[config.mk]
export PLATFORM = sky130hd
export DESIGN_NAME = sha256_stream_padder
export DESIGN_NICKNAME = d
export VERILOG_FILES = /design/src/rtl/sha256_pkg.sv /design/src/rtl/sha256_pad_fmt.sv /design/src/rtl/sha256_stream_padder.sv
export SDC_FILE = /design/constraint.sdc
export NUM_CORES = 2
export LEC_CHECK = 0
export BUFFER_PORTS_ARGS = -buffer_cell sky130_fd_sc_hd__buf_2
export CORE_MARGIN = 2
export CORE_UTILIZATION = 49
export DETAILED_ROUTE_END_ITERATION = 8
export PLACE_DENSITY = 0.69
export SYNTH_ARGS = -nofsm -noshare
export SYNTH_HDL_FRONTEND = slang
export SYNTH_SLANG_ARGS = --single-unit
[constraint.sdc]
create_clock -name clk -period 10.85 [get_ports clk]
set_input_delay 2.17 -clock clk [delete_from_list [all_inputs] [get_ports clk]]
set_output_delay 2.17 -clock clk [all_outputs]
set_load 0.05 [all_outputs]
[src/rtl/sha256_pkg.sv]
// Shared SHA-256 constants, FSM/format enums and the length-field helper.
// Used by the stream padder and the compression core.
package sha256_pkg;

   localparam int         SHA256_BLK_W       = 512;
   localparam int         SHA256_LEN_FIELD_W = 64;
   localparam logic [7:0] SHA256_PAD_BYTE    = 8'h80;
   localparam int         SHA256_PAD_THRESH  = 55;

   typedef enum logic [1:0] {
      ST_FILL = 2'd0,
      ST_EMIT = 2'd1,
      ST_PAD2 = 2'd2
   } pad_state_e;

   // FMT_LEN is an all-zero block carrying only the length field.
   typedef enum logic [1:0] {
      FMT_DATA   = 2'd0,
      FMT_PAD    = 2'd1,
      FMT_PADLEN = 2'd2,
      FMT_LEN    = 2'd3
   } fmt_mode_e;

   function automatic logic [SHA256_LEN_FIELD_W-1:0] sha256_len_field(
      input logic [SHA256_LEN_FIELD_W-1:0] byte_cnt);
      return {byte_cnt[SHA256_LEN_FIELD_W-4:0], 3'b000};
   endfunction

endpackage

[src/rtl/sha256_pad_fmt.sv]
// Combinational block formatter: overlays the 0x80 marker, zero fill and the
// big-endian bit length onto the collected message bytes.
module sha256_pad_fmt
   import sha256_pkg::*;
(
   input  logic [SHA256_BLK_W-1:0]       data,
   input  logic [5:0]                    idx,
   input  logic [SHA256_LEN_FIELD_W-1:0] len_field,
   input  fmt_mode_e                     mode,
   output logic [SHA256_BLK_W-1:0]       blk
);

   // byte i of the block sits in bits [511-8i -: 8]
   always_comb begin
      blk = data;
      if (mode != FMT_DATA) begin
         for (int i = 0; i < 64; i++) begin
            if ((mode == FMT_LEN) || (i > int'(idx))) begin
               blk[SHA256_BLK_W-1-8*i -: 8] = 8'h00;
            end else if (i == int'(idx)) begin
               blk[SHA256_BLK_W-1-8*i -: 8] = SHA256_PAD_BYTE;
            end else begin
               blk[SHA256_BLK_W-1-8*i -: 8] = data[SHA256_BLK_W-1-8*i -: 8];
            end
         end
         if ((mode == FMT_PADLEN) || (mode == FMT_LEN)) begin
            blk[SHA256_LEN_FIELD_W-1:0] = len_field;
         end else begin
            blk[SHA256_LEN_FIELD_W-1:0] = blk[SHA256_LEN_FIELD_W-1:0];
         end
      end else begin
         blk = data;
      end
   end

endmodule

[src/rtl/sha256_stream_padder.sv]
// Byte-stream SHA-256 padder producing 512-bit blocks with first/final flags.
// Optional length check is built when SHA256_PAD_LENCHK_EN is defined.
module sha256_stream_padder
   import sha256_pkg::*;
#(
   parameter int LEN_W = 32
) (
   input  logic                    clk,
   input  logic                    rst,
   input  logic                    s_valid,
   output logic                    s_ready,
   input  logic [7:0]              s_data,
   input  logic                    s_keep,
   input  logic                    s_last,
   output logic                    blk_valid,
   input  logic                    blk_ready,
   output logic [SHA256_BLK_W-1:0] blk_data,
   output logic                    blk_first,
   output logic                    blk_final
`ifdef SHA256_PAD_LENCHK_EN
   ,
   input  logic [LEN_W-1:0]        exp_len,
   output logic                    len_err
`endif
);

   pad_state_e              state_r, state_n;
   logic                    ready_r, ready_n;
   logic [5:0]              idx_r, idx_n;
   logic [LEN_W-1:0]        cnt_r, cnt_n;
   logic [SHA256_BLK_W-1:0] buf_r, buf_n;
   logic                    first_r, first_n;
   logic                    pend_r, pend_n;
   logic                    lead_r, lead_n;
   logic                    blk_valid_r, blk_valid_n;
   logic [SHA256_BLK_W-1:0] blk_data_r, blk_data_n;
   logic                    blk_first_r, blk_first_n;
   logic                    blk_final_r, blk_final_n;

   logic                    accept_s, wr_s, full_s, load_s;
   logic [5:0]              idx_after_s;
   logic [LEN_W-1:0]        cnt_after_s;
   logic [SHA256_BLK_W-1:0] merged_s, fmt_data_s, fmt_blk_s;
   logic [5:0]              fmt_idx_s;
   fmt_mode_e               fmt_mode_s;
   logic [SHA256_LEN_FIELD_W-1:0] len_field_s;

   assign accept_s    = s_valid & ready_r & (state_r == ST_FILL);
   assign wr_s        = accept_s & s_keep;
   assign full_s      = wr_s & (idx_r == 6'd63);
   assign idx_after_s = idx_r + {5'd0, wr_s};
   assign cnt_after_s = cnt_r + LEN_W'(wr_s);
   assign len_field_s = sha256_len_field((state_r == ST_FILL) ?
                                         SHA256_LEN_FIELD_W'(cnt_after_s) :
                                         SHA256_LEN_FIELD_W'(cnt_r));

   // incoming byte merged into the collection buffer
   always_comb begin
      merged_s = buf_r;
      for (int i = 0; i < 64; i++) begin
         if (wr_s && (idx_r == 6'(i))) begin
            merged_s[SHA256_BLK_W-1-8*i -: 8] = s_data;
         end else begin
            merged_s[SHA256_BLK_W-1-8*i -: 8] = buf_r[SHA256_BLK_W-1-8*i -: 8];
         end
      end
   end

   sha256_pad_fmt u_fmt (
      .data      (fmt_data_s),
      .idx       (fmt_idx_s),
      .len_field (len_field_s),
      .mode      (fmt_mode_s),
      .blk       (fmt_blk_s)
   );

   // next-state and block-load decisions
   always_comb begin
      state_n     = state_r;
      ready_n     = ready_r;
      idx_n       = idx_r;
      cnt_n       = cnt_r;
      buf_n       = buf_r;
      first_n     = first_r;
      pend_n      = pend_r;
      lead_n      = lead_r;
      blk_valid_n = blk_valid_r;
      blk_first_n = blk_first_r;
      blk_final_n = blk_final_r;
      load_s      = 1'b0;
      fmt_mode_s  = FMT_DATA;
      fmt_idx_s   = idx_after_s;
      fmt_data_s  = merged_s;
      case (state_r)
         ST_FILL: begin
            ready_n = 1'b1;
            if (accept_s) begin
               buf_n = merged_s;
               idx_n = idx_after_s;
               cnt_n = cnt_after_s;
               if (s_last || full_s) begin
                  load_s  = 1'b1;
                  state_n = ST_EMIT;
                  ready_n = 1'b0;
                  idx_n   = 6'd0;
               end else begin
                  load_s  = 1'b0;
               end
               // a full last block leaves all padding to a second block
               if (s_last && full_s) begin
                  blk_final_n = 1'b0;
                  pend_n      = 1'b1;
                  lead_n      = 1'b1;
               end else if (s_last && (idx_after_s <= 6'(SHA256_PAD_THRESH))) begin
                  fmt_mode_s  = FMT_PADLEN;
                  blk_final_n = 1'b1;
                  pend_n      = 1'b0;
               end else if (s_last) begin
                  fmt_mode_s  = FMT_PAD;
                  blk_final_n = 1'b0;
                  pend_n      = 1'b1;
                  lead_n      = 1'b0;
               end else begin
                  blk_final_n = 1'b0;
                  pend_n      = 1'b0;
               end
            end else begin
               load_s = 1'b0;
            end
         end
         ST_EMIT: begin
            ready_n = 1'b0;
            if (blk_valid_r && blk_ready) begin
               blk_valid_n = 1'b0;
               first_n     = 1'b0;
               if (blk_final_r) begin
                  cnt_n   = {LEN_W{1'b0}};
                  first_n = 1'b1;
                  state_n = ST_FILL;
                  ready_n = 1'b1;
               end else if (pend_r) begin
                  state_n = ST_PAD2;
               end else begin
                  state_n = ST_FILL;
                  ready_n = 1'b1;
               end
            end else begin
               blk_valid_n = blk_valid_r;
            end
         end
         ST_PAD2: begin
            ready_n     = 1'b0;
            load_s      = 1'b1;
            fmt_mode_s  = lead_r ? FMT_PADLEN : FMT_LEN;
            fmt_idx_s   = 6'd0;
            fmt_data_s  = {SHA256_BLK_W{1'b0}};
            blk_final_n = 1'b1;
            pend_n      = 1'b0;
            state_n     = ST_EMIT;
         end
         default: begin
            state_n = ST_FILL;
            ready_n = 1'b0;
         end
      endcase
      if (load_s) begin
         blk_valid_n = 1'b1;
         blk_first_n = first_r;
         blk_data_n  = fmt_blk_s;
      end else begin
         blk_data_n  = blk_data_r;
      end
   end

   // state and datapath registers
   always_ff @(posedge clk) begin
      if (rst) begin
         state_r     <= ST_FILL;
         ready_r     <= 1'b0;
         idx_r       <= 6'd0;
         cnt_r       <= {LEN_W{1'b0}};
         buf_r       <= {SHA256_BLK_W{1'b0}};
         first_r     <= 1'b1;
         pend_r      <= 1'b0;
         lead_r      <= 1'b0;
         blk_valid_r <= 1'b0;
         blk_data_r  <= {SHA256_BLK_W{1'b0}};
         blk_first_r <= 1'b0;
         blk_final_r <= 1'b0;
      end else begin
         state_r     <= state_n;
         ready_r     <= ready_n;
         idx_r       <= idx_n;
         cnt_r       <= cnt_n;
         buf_r       <= buf_n;
         first_r     <= first_n;
         pend_r      <= pend_n;
         lead_r      <= lead_n;
         blk_valid_r <= blk_valid_n;
         blk_data_r  <= blk_data_n;
         blk_first_r <= blk_first_n;
         blk_final_r <= blk_final_n;
      end
   end

   assign s_ready   = ready_r;
   assign blk_valid = blk_valid_r;
   assign blk_data  = blk_data_r;
   assign blk_first = blk_first_r;
   assign blk_final = blk_final_r;

`ifdef SHA256_PAD_LENCHK_EN
   logic [LEN_W-1:0] exp_r;
   logic [LEN_W-1:0] exp_s;
   logic             len_err_r;
   logic             msg_start_s;

   assign msg_start_s = (cnt_r == {LEN_W{1'b0}});
   assign exp_s       = msg_start_s ? exp_len : exp_r;

   // expected length captured at message start; error sticky until the next one
   always_ff @(posedge clk) begin
      if (rst) begin
         exp_r     <= {LEN_W{1'b0}};
         len_err_r <= 1'b0;
      end else if (accept_s && (s_keep || s_last)) begin
         exp_r     <= exp_s;
         len_err_r <= (msg_start_s ? 1'b0 : len_err_r) |
                      (s_last ? (cnt_after_s != exp_s) : (cnt_after_s > exp_s));
      end else begin
         exp_r     <= exp_r;
         len_err_r <= len_err_r;
      end
   end

   assign len_err = len_err_r;
`else
   // Length check not built: no exp_len/len_err ports.
`endif

endmodule

==> qor.yml <==
sta:
  setup_viol: 0
  finClkSkew_ps: 24.0
  slew_violations: 0
  final_hold_viol_count: 0
  final.setup.tns_ps: 0
  worst_pin_slew_ps: 1280
  rsz0062_at_grt: "false"
  fin_crit_ps: 6460
  slew_headroom_pct: 14.1
  period_share_pct: 59.5
  fmax_ghz: 0.155
power:
  vdd_drop_max_mv: 0.133
  power.density_mw_per_mm2: 169
  total_leakage_power_nw: 19.6
  p_total_mw: 8.01
grt:
  grt_usage_pct: 31.9
  grt_pass1_vias: 32100
  grt_overflow: 0
  antenna_found_initial: 3
  grt_pass1_wl_microns: 209000
  grt_max_degree: 223
floorplanning:
  design.die.area_sq_mm: 0.0852
  start_util_pct: 49.5
  io_pins: 530
  die_h_microns: 292
  dieWidth_microns: 292
  row_count: 105
  coreArea_sq_mm: 0.0821
yosys:
  synthSimpleGateAreaFrac_pct: 17.6
  synth_top_family_by_area: "simple AND/OR/NAND/NOR gates"
  ys.warnings.count: 0
  postSynth.asyncResetShare_pct: 0
  synth_edf_count: 0
  synth-compound-area-share_pct: 15.0
  ys_ff_latch: 1063
  synthFlopType: "dfxtp_1"
  muxShareOfSynthArea_pct: 11.0
  synthesis.nets: 4411
  synth_cell_type_count: 97
  yosysSeqAreaShare_pct: 52.4
  synth_xor_area_share_pct: 0.539
  syn_area_sq_mm: 0.0406
  postSynthAreaPerCell_sq_um: 9.25
  synthAdderAreaFrac_pct: 0.123
  netlist_instances: 4393
clock_tree:
  clkTransAtPathRegs_ps: 60
  hold_buffers: 0
  clk_path_buf_depth: 3
  cts.sinks: 1063
  cts_resized: 0
  htreeDepth: 3
  post_cts_buffers: 0
  clk-insertion-delay-late_ps: 670
  cts_buffers: 106
  clock-root-buffer: "clkbuf_16"
  cts_tree: "built"
route:
  ant_nets: 0
  vias: 34500
  wl_met3_microns: 12700
  drt_iter0_drc: 3081
  met1_length_microns: 58600
  drcViolationCount: 0
  via_per_inst: 5.84
  routed_wirelength_microns: 141000
  drtPass1Iterations: 8
  wl_met2_microns: 62900
  highest_layer: "met5"
  wl_per_cell_microns: 23.8
critical_path:
  cp.arrival_ps: 7070
  critPathCaptureType: "flip-flop"
  reg2reg_from: "state_r[0]"
  crit_start: "s_valid"
  worstSetupPathType: "input port to flip-flop"
  cp.required_ps: 11460
  cp_max_fo: 62
  startpoint_type: "input port"
  slowest_delay_ps: 1010
  r2r-end: "blk_data[26]"
  crit_chain: "buf_2 -> nand4bb_4 -> buf_4 -> nor2_1 -> ha_1 -> ha_1 -> buf_4 -> and3_1 -> xnor2_1 -> o21ai_1 -> nand2_1 -> o221ai_1 -> o311ai_0 -> o211a_1"
  cp-endpoint: "blk_data[26]"
  cp_slowest_cell: "xnor2_1"
  worst-r2r-cell-count: 13
  rrSetupSlack_ps: 4980
job:
  drv_cap: 0
place:
  place_hpwl_microns: 92800
  gp_congestion: 1.01
  io_buffer_count: 529
finish:
  multi_input_area_sq_mm: 0.0181
  nFillCells: 7286
  fin_nets: 4774
  seq_area_sq_mm: 0.0213
  drive_above_1_share_pct: 18.1
  syn2layout_area_growth_pct: 16.8
hold_path:
  holdCritPathClass: "flip-flop to flip-flop"
run_status:
  status: "completed"
[cells by family (layout without fill, tap and decap cells)]
group                    after synthesis  in the layout
AO/OA/AOI/OAI                        907            907
XOR/XNOR                              25             25
adder cells (fa/ha/maj)                4              4
buffers and inverters                344            792
flip-flops                          1063           1063
multiplexers                         443            443
other                                  0              1
AND/OR/NAND/NOR                     1607           1607
[Yosys cell counts, types with 12 or more instances]
master        n  share of area, %
buf_1        25              0.23
buf_2        40              0.49
clkbuf_1    253               2.3
a31oi_1      16              0.25
a32o_1       22              0.54
dfxtp_1    1063                52
nand3_1     129               1.6
nor2_2       27              0.42
a2bb2oi_1    79               1.7
mux2i_1     422                10
nand2_1     372               3.4
o21ai_1      31              0.38
a21oi_1     281               3.5
nor2_1      790               7.3
nand2b_1     26              0.40
nor4_1       13              0.20
nor3_1       54              0.67
xnor2_1      14              0.30
nand4_1      17              0.26
inv_1        19              0.18
a22oi_1      29              0.54
or3_1        39              0.60
o21ai_0     181               2.2
nor3_2       12              0.30
mux2_2       21              0.58
o221ai_1     15              0.32
a22o_1      109               2.3
and2_1       51              0.79
a32oi_1      12              0.26
o22ai_1      15              0.23
[worst max-delay path: cells and delay by family]
| family | cells | cell delay [ps] |
|---|---|---|
| buffers and inverters | 3 | 980 |
| AOI/OAI and AO/OA | 4 | 950 |
| and+or+nand+nor | 4 | 1200 |
| xor gates and xnor gates | 1 | 1010 |
| adders and majority gates | 2 | 690 |
[final cells by class]
type,instances,share of cell area (%)
Multi-Input combinational cell,2986,38.0
Tap cell,1070,2.82
Clock inverter,28,0.725
Sequential cell,1063,44.8
Timing Repair Buffer,580,6.50
Antenna cell,1,0.00527
Inverter,19,0.150
Clock buffer,165,6.92
[flip-flops by register name, indices dropped and copies added (netlist names)]
register,count
blk_first,1
first_r,1
blk_final,1
cnt_r,32
idx_r,6
lead_r,1
pend_r,1
blk_data,512
s_ready,1
state_r,2
blk_valid,1
buf_r,504
[how the worst min path moves through the flow]
| stage | from | to | cells past startpoint |
|---|---|---|---|
| floorplan | first_r | blk_first | 2 |
| finish | blk_data[429] | blk_data[429] | 2 |
| global route | blk_data[104] | blk_data[104] | 2 |
| CTS | blk_data[143] | blk_data[143] | 2 |
| detailed placement | blk_data[143] | blk_data[143] | 2 |
| global placement | blk_data[203] | blk_data[203] | 2 |
[routing by layer]
layer  up-vias  track usage [%]
met1     16700             42.0
met2      1496             49.4
met5         -                0
met4         4             14.2
li1      16000                -
met3       309             7.98
[through the flow]
stage                     cell area [sq um]  setup slack [ps]  hold WS (ps)  std cells  utilization [%]
final                                 47500              4390           444       5912             57.8
after floorplan                       40600              5320           437       4393                -
after global placement                43800              3920           431       5718             53.4
after detailed placement              43800              3880           435       5718             53.4
after CTS                             47500              4560           444       5911             57.8
after global routing                  47500              4130           463       5912             57.8
[where the power goes]
group | internal [mW] | total (mW) | leakage (nW) | switching, mW
Combinational | 0.0498 | 0.314 | 9.27 | 0.264
Sequential | 3.91 | 3.92 | 8.56 | 0.00750
Clock | 2.22 | 3.78 | 1.80 | 1.56
Total | 6.18 | 8.01 | 19.6 | 1.83
[cell usage in the layout, fill, tap and decap left out, types with 14 or more instances in the layout]
cell type	n
mux2_2	21
buf_4	56
nand2_1	371
nor2_2	28
nor3_1	53
buf_2	521
clkbuf_1	19
nand4_1	17
o21ai_0	181
clkbuf_8	39
mux2i_1	422
o22ai_1	15
nand2b_1	26
a21oi_1	281
xnor2_1	14
or3_1	39
o21ai_1	30
dfxtp_1	1063
nand3_1	129
and2_1	51
a22oi_1	29
clkinv_2	14
o221ai_1	15
a2bb2oi_1	79
inv_1	18
clkbuf_16	107
a32o_1	22
a22o_1	109
a31oi_1	16
nor2_1	788
Note: power is estimated with default switching activity, not from simulation.
